--- src/rtl/rhd_spi_slave_gen2.sv ---
// RHD2000-family SPI slave emulator: command decoder, 18-entry register file and the chip's
// two-word result pipeline. Define RHD_SLAVE_ROM_EN to include the read-only ID registers 40-63.
module rhd_spi_slave_gen2 #(
    parameter int unsigned STARTING_SEED = 0,
    parameter int unsigned NUM_CHANNELS  = 64,
    parameter int unsigned CHIP_ID       = 1,
    parameter int unsigned SYNC_STAGES   = 2
) (
    input  logic        clk,
    input  logic        rstn,
    input  logic        SCLK,
    input  logic        MOSI,
    input  logic        CS,
    output logic        MISO,
    output logic [5:0]  channel_out,
    output logic        word_done,
    output logic        cmd_error,
    output logic [15:0] frame_cnt
);

    localparam logic [6:0]  NumCh  = 7'(NUM_CHANNELS);
    localparam logic [5:0]  LastCh = 6'(NUM_CHANNELS - 1);
    localparam logic [15:0] Seed   = 16'(STARTING_SEED);

    typedef enum logic [1:0] {StWaitCsHigh, StIdle, StShift, StCommit} state_e;

    logic [SYNC_STAGES-1:0] sclk_sync_q, mosi_sync_q, cs_sync_q;
    logic                   sclk_prev_q, cs_prev_q;
    logic                   sclk_s, mosi_s, cs_s;
    logic                   sclk_rise, sclk_fall, cs_rise;

    state_e      state_q, state_d;
    logic [4:0]  cnt_q, cnt_d;
    logic        bad_word, cmd_err_q;
    logic [15:0] shift_in_q, shift_out_q, resp0_q, resp1_q, frame_q;
    logic [5:0]  chan_q;
    logic [7:0]  regs_q [18];

    logic [5:0]  cmd_addr;
    logic [7:0]  cmd_data, rd_data, rom_data;
    logic [15:0] result;
    logic        ch_upd, frame_inc, frame_clr, reg_we;

    assign sclk_s    = sclk_sync_q[SYNC_STAGES-1];
    assign mosi_s    = mosi_sync_q[SYNC_STAGES-1];
    assign cs_s      = cs_sync_q[SYNC_STAGES-1];
    assign sclk_rise = sclk_s & ~sclk_prev_q;
    assign sclk_fall = ~sclk_s & sclk_prev_q;
    assign cs_rise   = cs_s & ~cs_prev_q;

    // CS resets low so a word already in progress is never mistaken for a fresh frame.
    always_ff @(posedge clk or negedge rstn) begin
        if (!rstn) begin
            sclk_sync_q <= '0;
            mosi_sync_q <= '0;
            cs_sync_q   <= '0;
            sclk_prev_q <= 1'b0;
            cs_prev_q   <= 1'b0;
        end else begin
            sclk_sync_q <= {sclk_sync_q[SYNC_STAGES-2:0], SCLK};
            mosi_sync_q <= {mosi_sync_q[SYNC_STAGES-2:0], MOSI};
            cs_sync_q   <= {cs_sync_q[SYNC_STAGES-2:0], CS};
            sclk_prev_q <= sclk_s;
            cs_prev_q   <= cs_s;
        end
    end

    // IDLE is only entered with CS high, so a low level there marks a new frame (even one
    // whose falling edge landed during COMMIT).
    always_comb begin
        state_d  = state_q;
        cnt_d    = cnt_q;
        bad_word = 1'b0;
        case (state_q)
            StWaitCsHigh: if (cs_s) state_d = StIdle;
            StIdle: begin
                if (!cs_s) begin
                    state_d = StShift;
                    cnt_d   = '0;
                end
            end
            StShift: begin
                if (sclk_rise && cnt_q != 5'd31) cnt_d = cnt_q + 5'd1;
                if (cs_rise) begin
                    if (cnt_d == 5'd16) begin
                        state_d = StCommit;
                    end else begin
                        state_d  = StIdle;
                        bad_word = 1'b1;
                    end
                end
            end
            StCommit: state_d = StIdle;
            default:  state_d = StWaitCsHigh;
        endcase
    end

    always_ff @(posedge clk or negedge rstn) begin
        if (!rstn) begin
            state_q   <= StWaitCsHigh;
            cnt_q     <= '0;
            cmd_err_q <= 1'b0;
        end else begin
            state_q   <= state_d;
            cnt_q     <= cnt_d;
            cmd_err_q <= bad_word;
        end
    end

`ifdef RHD_SLAVE_ROM_EN
    always_comb begin
        case (cmd_addr)
            6'd40:   rom_data = 8'h49;
            6'd41:   rom_data = 8'h4E;
            6'd42:   rom_data = 8'h54;
            6'd43:   rom_data = 8'h41;
            6'd44:   rom_data = 8'h4E;
            6'd60:   rom_data = 8'h01;
            6'd61:   rom_data = 8'h01;
            6'd62:   rom_data = 8'(NUM_CHANNELS);
            6'd63:   rom_data = 8'(CHIP_ID);
            default: rom_data = 8'h00;
        endcase
    end
`else
    assign rom_data = 8'h00;
`endif

    always_comb begin
        cmd_addr  = shift_in_q[13:8];
        cmd_data  = shift_in_q[7:0];
        result    = '0;
        ch_upd    = 1'b0;
        frame_inc = 1'b0;
        frame_clr = 1'b0;
        reg_we    = 1'b0;
        rd_data   = 8'h00;
        if (cmd_addr < 6'd18)       rd_data = regs_q[cmd_addr[4:0]];
        else if (cmd_addr >= 6'd40) rd_data = rom_data;
        case (shift_in_q[15:14])
            2'b00: begin
                if ({1'b0, cmd_addr} < NumCh) begin
                    result    = Seed + {10'd0, cmd_addr} + frame_q;
                    ch_upd    = 1'b1;
                    frame_inc = (cmd_addr == LastCh);
                end
            end
            2'b01:   frame_clr = (shift_in_q == 16'h6A00);
            2'b10: begin
                reg_we = (cmd_addr <= 6'd17);
                result = {8'hFF, cmd_data};
            end
            default: result = {8'h00, rd_data};
        endcase
    end

    always_ff @(posedge clk or negedge rstn) begin
        if (!rstn) begin
            shift_in_q  <= '0;
            shift_out_q <= '0;
            resp0_q     <= '0;
            resp1_q     <= '0;
            frame_q     <= '0;
            chan_q      <= '0;
            for (int i = 0; i < 18; i++) regs_q[i] <= '0;
        end else begin
            case (state_q)
                StIdle: if (!cs_s) shift_out_q <= resp1_q;
                StShift: begin
                    if (sclk_rise) shift_in_q <= {shift_in_q[14:0], mosi_s};
                    if (sclk_fall) shift_out_q <= {shift_out_q[14:0], 1'b0};
                end
                StCommit: begin
                    resp1_q <= resp0_q;
                    resp0_q <= result;
                    if (ch_upd)    chan_q <= cmd_addr;
                    if (frame_inc) frame_q <= frame_q + 16'd1;
                    if (frame_clr) frame_q <= '0;
                    if (reg_we)    regs_q[cmd_addr[4:0]] <= cmd_data;
                end
                default: ;
            endcase
        end
    end

    assign MISO        = (state_q == StShift) ? shift_out_q[15] : 1'b0;
    assign channel_out = chan_q;
    assign word_done   = (state_q == StCommit);
    assign cmd_error   = cmd_err_q;
    assign frame_cnt   = frame_q;

endmodule
--- config.mk ---
export PLATFORM = sky130hd
export DESIGN_NAME = rhd_spi_slave_gen2
export DESIGN_NICKNAME = d
export VERILOG_FILES = /design/src/rtl/rhd_spi_slave_gen2.sv
export SDC_FILE = /design/constraint.sdc
export NUM_CORES = 1
export LEC_CHECK = 0
export CAP_MARGIN = 20
export CORE_MARGIN = 5
export CORE_UTILIZATION = 56
export DETAILED_ROUTE_END_ITERATION = 8
export PLACE_DENSITY_LB_ADDON = 0.1
export SLEW_MARGIN = 20
export SYNTH_ARGS = -nofsm -noshare
export SYNTH_HDL_FRONTEND = slang
export SYNTH_SLANG_ARGS = --single-unit
--- constraint.sdc ---
create_clock -name clk -period 2.1 [get_ports clk]
set_input_delay 0.21 -clock clk [delete_from_list [all_inputs] [get_ports clk]]
set_output_delay 0.21 -clock clk [all_outputs]
set_load 0.02 [all_outputs]
# Yosys cells after proc, flatten, opt, wreduce, memory -nomap -nowiden
# Index checks and enable logic that the tools add are counted.
# classes
n_reduce_logical	13
n_mux	30
magnitude_cmp	4
n_eq_ne	13
add_sub_neg	3
bitwise	7
# op_table
operator	n
bitwise mux 144 bit	1
two-way mux 16 bit	4
case mux 16 bit (3 select lines)	1
binary-select mux 8 bit (select 5 bit)	1
demux 8 bit (select 5 bit)	1
two-way mux 8 bit	4
case mux 16 bit (2 select lines)	1
adder 16 x 1 -> 16 bit, second input constant	1
adder 6 x 16 -> 16 bit	1
== test 16 x 15 -> 1 bit, second input constant	1
two-way mux 5 bit	3
case mux 5 bit (2 select lines)	1
AND reduction 2 bit	5
two-way mux 1 bit	8
two-way mux 2 bit	4
inequality test 2 bit, second input constant	4
case mux 2 bit (4 select lines)	1
== test 2 bit, second input constant	3
== test 6 bit, second input constant	1
greater-or-equal comparator 6 bit, second input constant	1
less-or-equal comparator 6 x 5 -> 1 bit, second input constant	1
< comparator 6 x 1 -> 1 bit, second input constant	1
< comparator 6 x 5 -> 1 bit, second input constant	1
inverter 5 -> 6 bit	1
other kinds (10)	19
# totals
register_bits	246
wordCells	102
output_inout_bits	25

# Depth between registers and ports, before layout
# depth
depth_word	9
ltp_mapped	9

# Worst setup path before layout
# OpenSTA, ideal clock, no wires.
# synth_timing
path_type	register to register
start	register frame_q[1] (netlist: frame_cnt[1])
end	register resp0_q[15]
setup_time_ns	0.132
required_ns	1.968
arrival_ns	2.113
path_slack_ns	-0.145
path_stages_with_launch	8
synth_period_minus_slack_ns	2.245
cell_sequence	dfrtp_1 -> ha_1 -> a211oi_1 -> nor2_1 -> o41ai_1 -> nand3b_1 -> xor2_1 -> o211ai_1
# synth_between
elab_chain_len	2
# synth_rtl
element	line_no	text
start, declared	35	logic [15:0] shift_in_q, shift_out_q, resp0_q, resp1_q, frame_q;
start signal, assigned	177	if (frame_inc) frame_q <= frame_q + 16'd1;
adder 6 x 16 -> 16 bit	143	result = Seed + {10'd0, cmd_addr} + frame_q;
case mux 16 bit (3 select lines)	140	case (shift_in_q[15:14])
end signal, assigned	175	resp0_q <= result;
end, declared	35	
# No other way between the ends.
# A chain may end at the register's enable or synchronous reset.

# Final worst setup path
# layout_timing
start	register shift_in_q[8]
end	register resp0_q[2]
# layout_between
elab_chain_len	6
word_cells_on_any_way	8
# layout_rtl
element	line_no	text
start, declared	35	
start signal, assigned	170	if (sclk_rise) shift_in_q <= {shift_in_q[14:0], mosi_s};
inverter 5 -> 6 bit (not written as such)	138	if (cmd_addr < 6'd18) rd_data = regs_q[cmd_addr[4:0]];
binary-select mux 8 bit (select 5 bit)	138	
two-way mux 8 bit (not written as such) (2 in series)	138	
two-way mux 8 bit	138	
case mux 16 bit (3 select lines) *	140	
# Mark *: on every way between the ends. The rest lies on a longest branch, timed or not. The select of a mux whose other input is x is not followed.

==> out/qor.csv <==
stage,metric,value,unit
route,DRT Pass-1 Iters,5,
yosys,Avg Inst Size Synth,13.31,um2
yosys,"Top FF cell, synth",dfrtp_1,
yosys,yosys warns,0,
global_routing,vias in the first global route,8383,
run_status,failing checks,negative setup slack,
floorplanning,# IOs,30,
setup_path,Crit Path Category,reg -> reg,
place,routability congestion estimate,0.8631,
yosys,count of different cell masters after synthesis,65,
sta,Max Slew Vio Count,0,
setup_path,"Req. time, crit path",2.53,ns
layout,Filler Cells Inserted,1383,
power_and_ir_drop,sw power,3.265,mW
setup_path,Max Fanout on Critical Path,5,
global_routing,grt ovf,0,
yosys,commonest cells in the netlist,"246 x dfrtp_1, 189 x mux2_2, 57 x nor2_1",
floorplanning,Die Span X,153.9,um
power_and_ir_drop,Power Internal,8.976,mW
power_and_ir_drop,sw frac,0.2667,
min_path,Worst Hold Class,in -> reg,
yosys,top post-synthesis cells by area,"dfrtp_1 53%, mux2_2 18%, mux4_2 6.0%, mux2i_1 2.2%, nor2_1 1.8%",
sta,Final min period,2.178,ns
setup_path,Worst setup EP type,flip-flop,
floorplanning,Die Ht,153.9,um
global_routing,largest net degree at the start of global routing,65,
route,Post-route DRC,0,
power_and_ir_drop,Pleak,6.645,nW
floorplanning,# rows,52,
setup_path,Critical Path Source Type,flip-flop,
sta,Setup-failing EPs final,6,
global_routing,antenna violations before repair,0,
route,Final ANT Viol Nets,0,
power_and_ir_drop,VDD IR max,0.7663,mV
sta,Max Fclk,459.1,MHz
sta,Hold Slack,0.1035,ns
sta,count of final hold-check violations,0,
layout,nets@finish,1020,
cts,CTS tree,yes,
cts,Clock Latency Late Sink,0.55,ns
yosys,number of synthesized flops with an enable pin,0,
yosys,syn nets,891,
global_routing,GR Util All Layers,0.2373,
cts,H-tree depth,1,
yosys,top-area cell type share of the netlist area,0.5311,
floorplanning,Starting Density,0.5709,
run_status,status,"complete, but fails checks",
layout,antenna cells,0,
place,DP HPWL,18240,um
yosys,count of state elements after synthesis,246,
setup_path,arrival time of the worst setup path,2.60,ns
place,placed cell count,1205,
setup_path,Crit. Startpoint,shift_in_q[8],
yosys,asr flop ratio synth,1.000,
cts,clock-pin slew on the worst setup and hold paths,0.06,ns
sta,RSZ-0062 raised after global routing,yes,
yosys,mapped cell area,11590,um2
route,routed length per instance,21.43,um
yosys,cell accounting for the most synthesized area,dfrtp_1,
route,vias,7686,
cts,clock sink count,246,
sta,period utilization,1.037,
setup_path,FF-to-FF Start,shift_in_q[8],
power_and_ir_drop,Comb pwr share,0.160,
cts,clock buffer count from CTS,27,
cts,Root Buffer,clkbuf_16,
floorplanning,core area,20300,um2
layout,layout cells sized above 1,0.4494,
yosys,most frequent cell after synthesis,dfrtp_1,
floorplanning,die area,23670,um2
sta,Slew @ Worst Pin,0.6000,ns
layout,Layout area overhead,24.36,%
power_and_ir_drop,Clk network pwr share,0.395,
yosys,Synth Instances,871,
min_path,min-delay src,MOSI,
sta,Relative slew margins,0.5963,
power_and_ir_drop,Reg power frac,0.445,
yosys,register area share after synthesis,0.5311,
cts,Max Buffers Root-to-Sink,3,
global_routing,first-pass GRT wire length,45570,um
route,First DRT Iteration DRCs,414,
sta,Final Worst Setup Slack,-0.07827,ns
sta,Layout Skew,0.01468,ns
flow_run,Max Cap Viol,0,
power_and_ir_drop,Power Density,849.4,nW/um2
layout,fin cells,1287,
place,Port-buffer cells,29,
route,WL final,27580,um
route,Vias/cell,5.972,
==> final timing paths <==
| check | end | slack (ns) | cells after the start |
|---|---|---|---|
| max in group asynchronous | regs_q[18] | 1.16 | 3 |
| worst min-delay path | mosi_sync_q[0] | 0.10 | 1 |
| worst max register to register | resp0_q[2] | -0.08 | 8 |
| worst min register to register | cs_sync_q[1] | 0.35 | 0 |
| worst max-delay path | resp0_q[2] | -0.08 | 8 |
| min in group asynchronous | frame_cnt[6] | 0.17 | 2 |
==> power by group through the flow <==
stage	sequential (mW)	combinational [mW]	clock (mW)
finish	5.45	1.96	4.83
global placement	5.51	1.83	0
floorplan	5.45	1.26	0
CTS	5.45	1.94	4.92
global route	5.50	2.20	5.12
detailed placement	5.53	1.92	0
==> flip-flops by register name, indices dropped and copies added, names as in the netlist <==
register,flops
cs_sync_q,2
cs_prev_q,1
cnt_q,5
regs_q,144
sclk_sync_q,2
sclk_prev_q,1
mosi_sync_q,2
shift_in_q,16
frame_cnt,16
state_q,2
resp1_q,16
shift_out_q,16
channel_out,6
cmd_error,1
resp0_q,16
==> placed cells by master, fill, tap and decap left out, types with 8 or more instances in the layout <==
cell / n
buf_12: 19
mux4_2: 31
clkbuf_16: 27
nand2_1: 27
nor2_1: 56
a21oi_1: 26
o21ai_0: 15
buf_4: 99
nand2b_1: 10
inv_1: 8
nor2_2: 8
xor2_1: 21
mux2_2: 183
dfrtp_1: 241
mux2i_1: 23
clkdlybuf4s50_1: 26
and3_1: 8
==> per-layer routing <==
metal,up-vias,global-route usage,share of wire
met5,-,0,0
met2,195,0.4065,0.50
met3,67,0.03345,0.044
li1,3443,-,-
met4,0,0.07948,0.038
met1,3981,0.3141,0.42
==> kinds of logic (layout without fill, tap and decap cells) <==
| kind of cell | Yosys count | after routing | synth area share |
|---|---|---|---|
| DFF | 246 | 246 | 0.5311 |
| and+or+nand+nor | 174 | 174 | 0.08388 |
| adders and majority gates | 15 | 15 | 0.01684 |
| buffers and inverters | 62 | 208 | 0.02267 |
| xor gates and xnor gates | 28 | 28 | 0.02116 |
| muxes | 247 | 247 | 0.2673 |
| AOI/OAI and AO/OA | 99 | 99 | 0.05700 |
==> area by class of cell <==
cell class | count | area [um2] | share of cell area
flip-flops and latches | 246 | 6162 | 0.4276
multi-input cells | 563 | 5478 | 0.3801
repair buffers | 154 | 1494 | 0.1037
clock buffers | 40 | 784.5 | 0.05443
well taps | 270 | 337.8 | 0.02344
clock inverters | 6 | 126.4 | 0.008768
inverters | 8 | 30.03 | 0.002084
==> what timing repair did <==
item | in CTS | in global routing
gates resized for setup | 21 | 47
endpoints found under the hold margin | 139 | 0
buffers inserted | 16 | 19
pin swaps | 11 | 18
hold buffers | 1 | 0
setup endpoints to repair | 35 | 96
==> critical path: stages, from the launching register on <==
cell	delay (ns)
dfrtp_2	0.49
buf_6	0.15
buf_12	0.11
buf_8	0.12
mux4_2	0.50
mux2_4	0.29
nand2_1	0.10
o2111ai_1	0.13
o221a_2	0.15
==> metrics by stage <==
step                      TNS [ns]  instance area, um2  utilization  setup WS (ns)  power, mW
after floorplan                  0               11620            -        0.01144      6.706
after global placement     -0.2275               12890       0.6352       -0.04906      7.337
after detailed placement   -0.6200               12890       0.6352       -0.07985      7.453
after CTS                  -0.2115               14050       0.6923       -0.04957      12.31
after global routing        -1.675               14410       0.7100        -0.1525      12.82
final                      -0.1867               14410       0.7100       -0.07827      12.24
Power figures use the tool's default switching activity.
